--- src/rtl/mcc_multiword_seq_pkg.sv ---
// mcc_multiword_seq_pkg: shared slice width and sequencer state encodings
package mcc_multiword_seq_pkg;
  localparam int SLICE_W = 5;
  localparam logic [1:0] ST_IDLE  = 2'd0;
  localparam logic [1:0] ST_ISSUE = 2'd1;
  localparam logic [1:0] ST_WAIT  = 2'd2;
  localparam logic [1:0] ST_DONE  = 2'd3;
endpackage

--- src/rtl/mcc_multiword_seq.sv ---
// mcc_multiword_seq: wide add by sequencing one registered 5-bit adder slice by slice, LSB first
import mcc_multiword_seq_pkg::*;
module mcc_multiword_seq #(
  parameter int WORDS   = 4,
  parameter int ADD_LAT = 2
) (
  input  logic                       clk,
  input  logic                       rst,
  input  logic                       start,
  input  logic [WORDS*SLICE_W-1:0]   op_a,
  input  logic [WORDS*SLICE_W-1:0]   op_b,
  input  logic                       cin,
  output logic                       busy,
  output logic                       done,
  output logic [WORDS*SLICE_W-1:0]   result,
  output logic                       cout,
  output logic                       ovf,
  output logic [SLICE_W-1:0]         add_a,
  output logic [SLICE_W-1:0]         add_b,
  output logic                       add_cin,
  input  logic [SLICE_W-1:0]         add_sum,
  input  logic                       add_cout
);
  localparam int W  = WORDS * SLICE_W;
  localparam int IW = WORDS > 1 ? $clog2(WORDS) : 1;
  localparam int CW = $clog2(ADD_LAT + 1);
  logic [1:0]    state;
  logic [W-1:0]  a_q, b_q;
  logic [IW-1:0] idx;
  logic [CW-1:0] cnt;
  logic          carry;
  logic          last;
  assign last    = idx == IW'(WORDS - 1);
  assign busy    = state == ST_ISSUE || state == ST_WAIT;
  assign done    = state == ST_DONE;
  assign add_a   = busy ? a_q[idx*SLICE_W +: SLICE_W] : '0;
  assign add_b   = busy ? b_q[idx*SLICE_W +: SLICE_W] : '0;
  assign add_cin = busy & carry;
  always_ff @(posedge clk) begin
    if (rst) begin
      state  <= ST_IDLE;
      a_q    <= '0;
      b_q    <= '0;
      idx    <= '0;
      cnt    <= '0;
      carry  <= 1'b0;
      result <= '0;
      cout   <= 1'b0;
      ovf    <= 1'b0;
    end else begin
      case (state)
        ST_IDLE: if (start) begin
          a_q   <= op_a;
          b_q   <= op_b;
          carry <= cin;
          idx   <= '0;
          state <= ST_ISSUE;
        end
        ST_ISSUE: begin
          cnt   <= CW'(ADD_LAT);
          state <= ST_WAIT;
        end
        ST_WAIT: begin
          cnt <= cnt - 1'b1;
          // the registered sum is only trusted once the full adder latency has elapsed
          if (cnt == CW'(1)) begin
            result[idx*SLICE_W +: SLICE_W] <= add_sum;
            carry <= add_cout;
            if (last) begin
              cout  <= add_cout;
              ovf   <= (a_q[W-1] == b_q[W-1]) && (add_sum[SLICE_W-1] != a_q[W-1]);
              state <= ST_DONE;
            end else begin
              idx   <= idx + 1'b1;
              state <= ST_ISSUE;
            end
          end
        end
        default: state <= ST_IDLE;
      endcase
    end
  end
endmodule
--- config.mk ---
export PLATFORM = sky130hd
export DESIGN_NAME = mcc_multiword_seq
export DESIGN_NICKNAME = d
export VERILOG_FILES = /design/src/rtl/mcc_multiword_seq_pkg.sv /design/src/rtl/mcc_multiword_seq.sv
export SDC_FILE = /design/constraint.sdc
export NUM_CORES = 1
export LEC_CHECK = 0
export CAP_MARGIN = 40
export CORE_MARGIN = 8
export CORE_UTILIZATION = 30
export DETAILED_ROUTE_END_ITERATION = 6
export PLACE_DENSITY = 0.62
export SLEW_MARGIN = 10
export SYNTH_ARGS = -nofsm -noshare
export SYNTH_HDL_FRONTEND = slang
export SYNTH_SLANG_ARGS = --single-unit
--- constraint.sdc ---
create_clock -name clk -period 2.7 [get_ports clk]
set_clock_uncertainty 0.05 [all_clocks]
set_input_delay 0.27 -clock clk [delete_from_list [all_inputs] [get_ports clk]]
set_output_delay 0.27 -clock clk [all_outputs]
set_load 0.05 [all_outputs]
==> results.md, run 1 <==
* Bufs on Longest Clock Path at 2
* Hold depth at 3
* Tightest Pin Transition at 0.6686 ns
* Final period util at 82.30%
* Layout area overhead at 34.37%
* CTS root buf: clkbuf_8
* Classification of the worst-slack hold path: in2reg
* Hold-fix buffers at CTS at 0
* Final nets at 491
* Endpoints failing hold at 0
* First-pass GRT wire length at 13900 um
* Lkg Pwr at 1.517 nW
* Worst R2R End: idx[0]
* Final Util at 40.82%
* Endpoint class of the critical path: primary output
* Async set-reset flop share out of synthesis at 0%
* H-tree lvl count at 3
* Worst-skew pair later-pin latency at 0.34 ns
* Slew Limit Headroom at 55.43%
* Layout cells sized above 1 at 11.03%
* Most common flop cell mapped by yosys: dfxtp_1
* Number of antenna cells inserted at 0
* Drt pass-1 iters at 4
* Synth cell types at 33
* Die Y at 117.6 um
* DRT iter0 DRCs at 117
* GR peak layer: met2
* CP Class: reg2out
* GR Layer Usage met1 at 14.57%
* Resize count post-CTS at 0
* Clock tree sinks at 69
* Die ar. at 0.01382 mm^2
* Fmax at 450.0 MHz
* Final setup fails at 0
* Met3 GRT Util at 2.878%
* Max cap viols at 0
* Setup bufs post-CTS at 0
* Sequential area share after synthesis at 44.64%
* Outcome: finished, final reports clean
* Vias per inst at 4.695
* Row count at 37
* CTS Buf Count at 9
* Reg2Reg Setup Slack at 0.83 ns
* Pwr dens at 678.6 mW/mm^2
* #FFs+latches synth at 69
* Unrepaired setup endpoints after global routing: no
* Gate Count Post-Synth at 352
* Post-synth top area cell: dfxtp_1
* Initial antenna violation count at 0
* Post-route ant nets at 0
* Slew Viols, Final at 0
* Routed WL at 8400 um
* Vias in the first global route at 2775
* Syn_area_per_cell at 8.790 um^2
* Gr usage total at 12.21%
* Largest net degree at the start of global routing at 64
* Ys Warns at 0
* Worst flop-to-flop path startpoint: idx[1]
* Hold_sp: rst
* Max VDD drop at 274.2 uV
* Synth top area cells: dfxtp_1 45%, nand2_1 12%, a21oi_1 9.4%, mux4_2 5.8%, ha_1 4.4%
* Synthesized area at 0.003094 mm^2
* Initial cell density of the core at 30.38%
* DRC viols at 0
* Routability cong. at 0.8012
* Vias at 2681
* CTS clk-pin slew, worst paths at 0.08 ns
* Critical Path AT at 1.90 ns
* # IOs at 85
* CTS tree: yes
* Post-DP HPWL at 6117 um
* Port Buffers at 84
* Fin Setup TNS at 0 ns
* Syn nets at 413
* Crit path max fanout at 16
* Core area at 0.01018 mm^2
* Gr ovfl total at 0
* Synth top area share at 44.64%
* Worst path required time at 2.38 ns
* Die width at 117.6 um
* Crit path time final at 2.222 ns
* R2R depth at 5
* EDFF count, synth at 0
* CP Launch Type: flip-flop
* Met2 usage at 20.29%
* WHS Endpoint: result[14]
* WL/cell at 14.71 um
-- cells by family after synthesis --
group,Yosys count,share of synthesized area (%)
multiplexers,15,9.139
buffers and inverters,29,4.973
AND/OR/NAND/NOR,157,24.22
adder cells (fa/ha/maj),11,4.448
flip-flops,69,44.64
AO/OA/AOI/OAI,71,12.58
-- critical path, cell delays in order (launching register included) --
cell     delay (ns)
dfxtp_1        0.39
inv_1          0.11
ha_1           0.61
and2_1         0.24
buf_4          0.21
-- sequential cells by signal (all words and copies together) (netlist names), 2 cells and up --
register / cells
cnt: 2
idx: 2
result: 20
b_q: 20
a_q: 20
state: 2
-- cell usage after synthesis (3+ instances only) --
master,instances
mux4_2,8
nor2_1,5
nand2_1,100
and3_1,3
clkbuf_1,12
buf_6,3
ha_1,11
a21oi_1,58
nand3_1,21
nand2b_1,3
or4_1,3
buf_2,6
a32o_1,5
and2_1,12
inv_1,5
mux2i_1,5
dfxtp_1,69
o21ai_0,3
-- cell type report --
cell class	count	area, um^2
Clock inverter	7	50.05
Tap cell	136	170.2
Sequential cell	69	1381
Fill cell	1032	6027
Multi-Input combinational cell	254	1559
Clock buffer	9	123.9
Timing Repair Buffer	90	850.8
Inverter	6	22.52
-- per-stage QoR --
step | power [W] | hold slack (ns) | instance area, um^2 | cells | worst slack [ns]
5_1_grt | 0.003009 | 0.3658 | 4158 | 571 | 0.3157
6_report | 0.002821 | 0.3743 | 4158 | 571 | 0.4780
3_5_place_dp | 0.002099 | 0.3960 | 3984 | 555 | 0.8275
4_1_cts | 0.002858 | 0.3559 | 4158 | 571 | 0.4327
2_1_floorplan | 0.001849 | 0.3458 | 3094 | 352 | 0.6084
3_3_place_gp | 0.002083 | 0.3901 | 3984 | 555 | 0.8475
-- layout by cell type (no fill, tap or decap) --
cell type        instances
a211oi_1                 2
a21oi_1                 58
a31oi_1                  2
a32o_1                   5
and2_1                  12
and3_1                   3
and3b_1                  2
buf_2                    1
buf_4                   18
clkbuf_8                 9
clkdlybuf4s50_1         71
clkinv_1                 1
clkinv_2                 2
clkinv_4                 1
clkinvlp_4               3
dfxtp_1                 69
ha_1                    11
inv_1                    5
inv_6                    1
mux2i_1                  5
mux4_1                   2
mux4_2                   8
nand2_1                100
nand2b_1                 3
nand3_1                 21
nand3_4                  1
nand3b_1                 1
nor2_1                   5
nor2b_4                  2
nor3_1                   1
nor3b_2                  1
nor4_4                   1
o21ai_0                  3
o22ai_1                  1
or3_1                    1
or4_1                    3
-- how the worst max path moves through the flow --
stage / startpoint / end / slack [ns] / cells after the start
global route: state[0] / add_a[2] / 0.32 / 4
global placement: idx[0] / add_a[4] / 0.85 / 4
detailed placement: idx[0] / add_a[4] / 0.83 / 4
finish: state[0] / add_a[2] / 0.48 / 4
floorplan: state[0] / add_a[0] / 0.61 / 4
CTS: idx[0] / add_a[4] / 0.43 / 4
-- per-layer routing --
layer  share of wire, %  wire (um)
met5                  0          0
met3                3.9        326
met2                 49       4084
met4                2.2        184
met1                 45       3804
-- where the power goes --
group	leakage (nW)	switching, W	total [W]	internal (W)
registers	0.563	0.0000645	0.00120	0.00113
clock network	0.0816	0.000420	0.000754	0.000334
logic	0.872	0.000528	0.000868	0.000340
total	1.52	0.00101	0.00282	0.00181
Note: power is estimated with default switching activity, not from simulation.
==> run 2: changes to the inputs <==
==> constraint.sdc (replaced) <==
create_clock -name clk -period 2.1 [get_ports clk]
set_clock_uncertainty 0.05 [all_clocks]
set_input_delay 0.21 -clock clk [delete_from_list [all_inputs] [get_ports clk]]
set_output_delay 0.21 -clock clk [all_outputs]
set_load 0.05 [all_outputs]
==> run 2 against run 1 <==
Net effect: count of clock-buffer cells in the layout up 1; sequential cell count is the same; via count up 3.0%; critical path type unchanged; critical endpoint is now add_b[4]; largest cell class unchanged; highest routed layer unchanged.
==> results.md, run 2 (synthesis gave the netlist of run 1 again) <==
* Outcome: finished, final reports clean
* First-pass GRT wire length at 14100 um (+1.4%)
* Placed Cells incl. Taps at 558 (+0.54%)
* CP max stage cell: mux4_1
* GR peak layer: met2
* Layout cells sized above 1 at 13.44% (+2.4 points)
* Crit path time final at 2.069 ns
* Core area at 0.01018 mm^2 (unchanged)
* Endpoint class of the critical path: primary output
* Classification of the worst-slack hold path: in2reg
* Met2 usage at 21.72% (+1.4 points)
* Unrepaired setup endpoints after global routing: yes
* Worst R2R End: result[4]
* Reg2Reg Setup Slack at 0.24 ns (-0.59 ns)
* Row count at 37 (unchanged)
* R2R depth at 7 (+2)
* Max VDD drop at 364.6 uV (+33%)
* Hold-fix buffers at CTS at 0 (unchanged)
* Tightest Pin Transition at 0.5259 ns (-0.1426 ns)
* Final period util at 98.51%
* Pwr dens at 887.4 mW/mm^2 (+31%)
* Worst path required time at 1.84 ns (-0.54 ns)
* Final nets at 496 (+1.0%)
* CP peak stage delay at 0.57 ns (-0.04 ns)
* Gr usage total at 12.51% (+0.30 points)
* Die width at 117.6 um (unchanged)
* Port Buffers at 84 (unchanged)
* CP Launch Point: idx[0]
* Vias per inst at 4.803 (+2.3%)
* Worst flop-to-flop path startpoint: idx[0]
* Slew Limit Headroom at 64.83% (+9.4 points)
* Slew Viols, Final at 0 (unchanged)
* Routed WL at 8679 um (+3.3%)
* Initial cell density of the core at 30.38% (unchanged)
* Vias at 2762 (+3.0%)
* CP Launch Type: flip-flop
* Crit path max fanout at 6 (-10)
* Die ar. at 0.01382 mm^2 (unchanged)
* Lkg Pwr at 1.563 nW (+3.1%)
* # IOs at 85 (unchanged)
* Number of antenna cells inserted at 0 (unchanged)
* WL/cell at 15.09 um (+2.6%)
* Gr ovfl total at 0 (unchanged)
* DRT iter0 DRCs at 105 (-10%)
* Fin Setup TNS at 0 ns (unchanged)
* CTS clk-pin slew, worst paths at 0.08 ns (about the same)
* Commonest non-fill, non-tap cell in the layout: nand2_1
* Top Registers: a_q x20, b_q x20, result x20
* CP Class: reg2out
* Final setup fails at 0 (unchanged)
* Worst-skew pair later-pin latency at 0.34 ns (about the same)
* Critical Path End: add_b[4]
* Routability cong. at 0.7661 (-4.4%)
* Post-DP HPWL at 6283 um (+2.7%)
* Power Total at 0.003811 W (+35%)
* H-tree lvl count at 3 (unchanged)
* Fmax at 483.4 MHz
* DRC viols at 0 (unchanged)
* Most frequent cells in the layout: 100 x nand2_1, 70 x clkdlybuf4s50_1, 68 x dfxtp_1
* Initial antenna violation count at 0 (unchanged)
* Cell Chain, Critical Path: buf_12 > mux4_1 > and2_1 > buf_4
* Die Y at 117.6 um (unchanged)
* Drt pass-1 iters at 4 (unchanged)
* Bufs on Longest Clock Path at 2 (unchanged)
* GR Layer Usage met1 at 14.35% (-0.22 points)
* Critical Path AT at 1.81 ns (-0.09 ns)
* Clock tree sinks at 69 (unchanged)
* CTS root buf: clkbuf_8
* Post-route ant nets at 0 (unchanged)
* Layout area overhead at 38.78%
* Hold depth at 3 (unchanged)
* Final Util at 42.16% (+1.3 points)
* Cell Count, Final, Fillers Out at 575 (+0.70%)
* Met3 GRT Util at 3.309% (+0.43 points)
* Endpoints failing hold at 0 (unchanged)
* Max cap viols at 0 (unchanged)
* Largest net degree at the start of global routing at 40 (-38%)
* CTS tree: yes
* CTS Buf Count at 9 (unchanged)
* Vias in the first global route at 2788 (+0.47%)
## run 2: metrics by stage
step	setup slack, ns	instance area, um^2	hold WS, ns
after floorplan	0.06843	3094	0.2858
after global placement	0.3112	4041	0.3895
after detailed placement	0.1957	4041	0.3936
after CTS	-0.001157	4284	0.2877
after global routing	-0.01785	4294	0.3136
final	0.03134	4294	0.2967
## run 2: layer usage
metal,up-vias,wire length (um)
met2,54,4388
met3,10,302
met5,-,0
met4,0,144
li1,1372,-
met1,1326,3844
## run 2: worst max-delay path: cells and delay by family (launching register included)
| kind | cells | cell delay [ns] |
|---|---|---|
| buffers and inverters | 2 | 0.32 |
| DFF | 1 | 0.39 |
| muxes | 1 | 0.57 |
| and+or+nand+nor | 1 | 0.18 |
## run 2: area by class of cell
class | count | area, um^2
fill | 1044 | 5891
multi-input combinational | 254 | 1584
sequential | 69 | 1385
timing repair buffer | 95 | 958.4
tap | 136 | 170.2
clock buffer | 10 | 137.6
clock inverter | 5 | 36.28
inverter | 6 | 22.52
## run 2: report_power, final
part	switching [W]	internal, W	leakage (nW)
Clock	0.000522	0.000456	0.0808
Combinational	0.000723	0.000557	0.919
Sequential	0.0000941	0.00146	0.563
## run 2: what timing repair did
item / 4_1_cts / 5_1_grt
gates resized for setup: 7 / 7
endpoints found under the hold margin: 0 / 0
setup endpoints to repair: 11 / 11
gates cloned: 1 / 0
setup buffers: 1 / 0
## run 2: worst min-delay path by stage
stage                          start    endpoint  slack, ns
after global routing             rst  result[14]       0.31
after detailed placement      a_q[9]      a_q[9]       0.39
after floorplan           add_sum[0]  result[10]       0.29
final                            rst  result[10]       0.30
after global placement        b_q[9]      b_q[9]       0.39
after CTS                        rst  result[10]       0.29
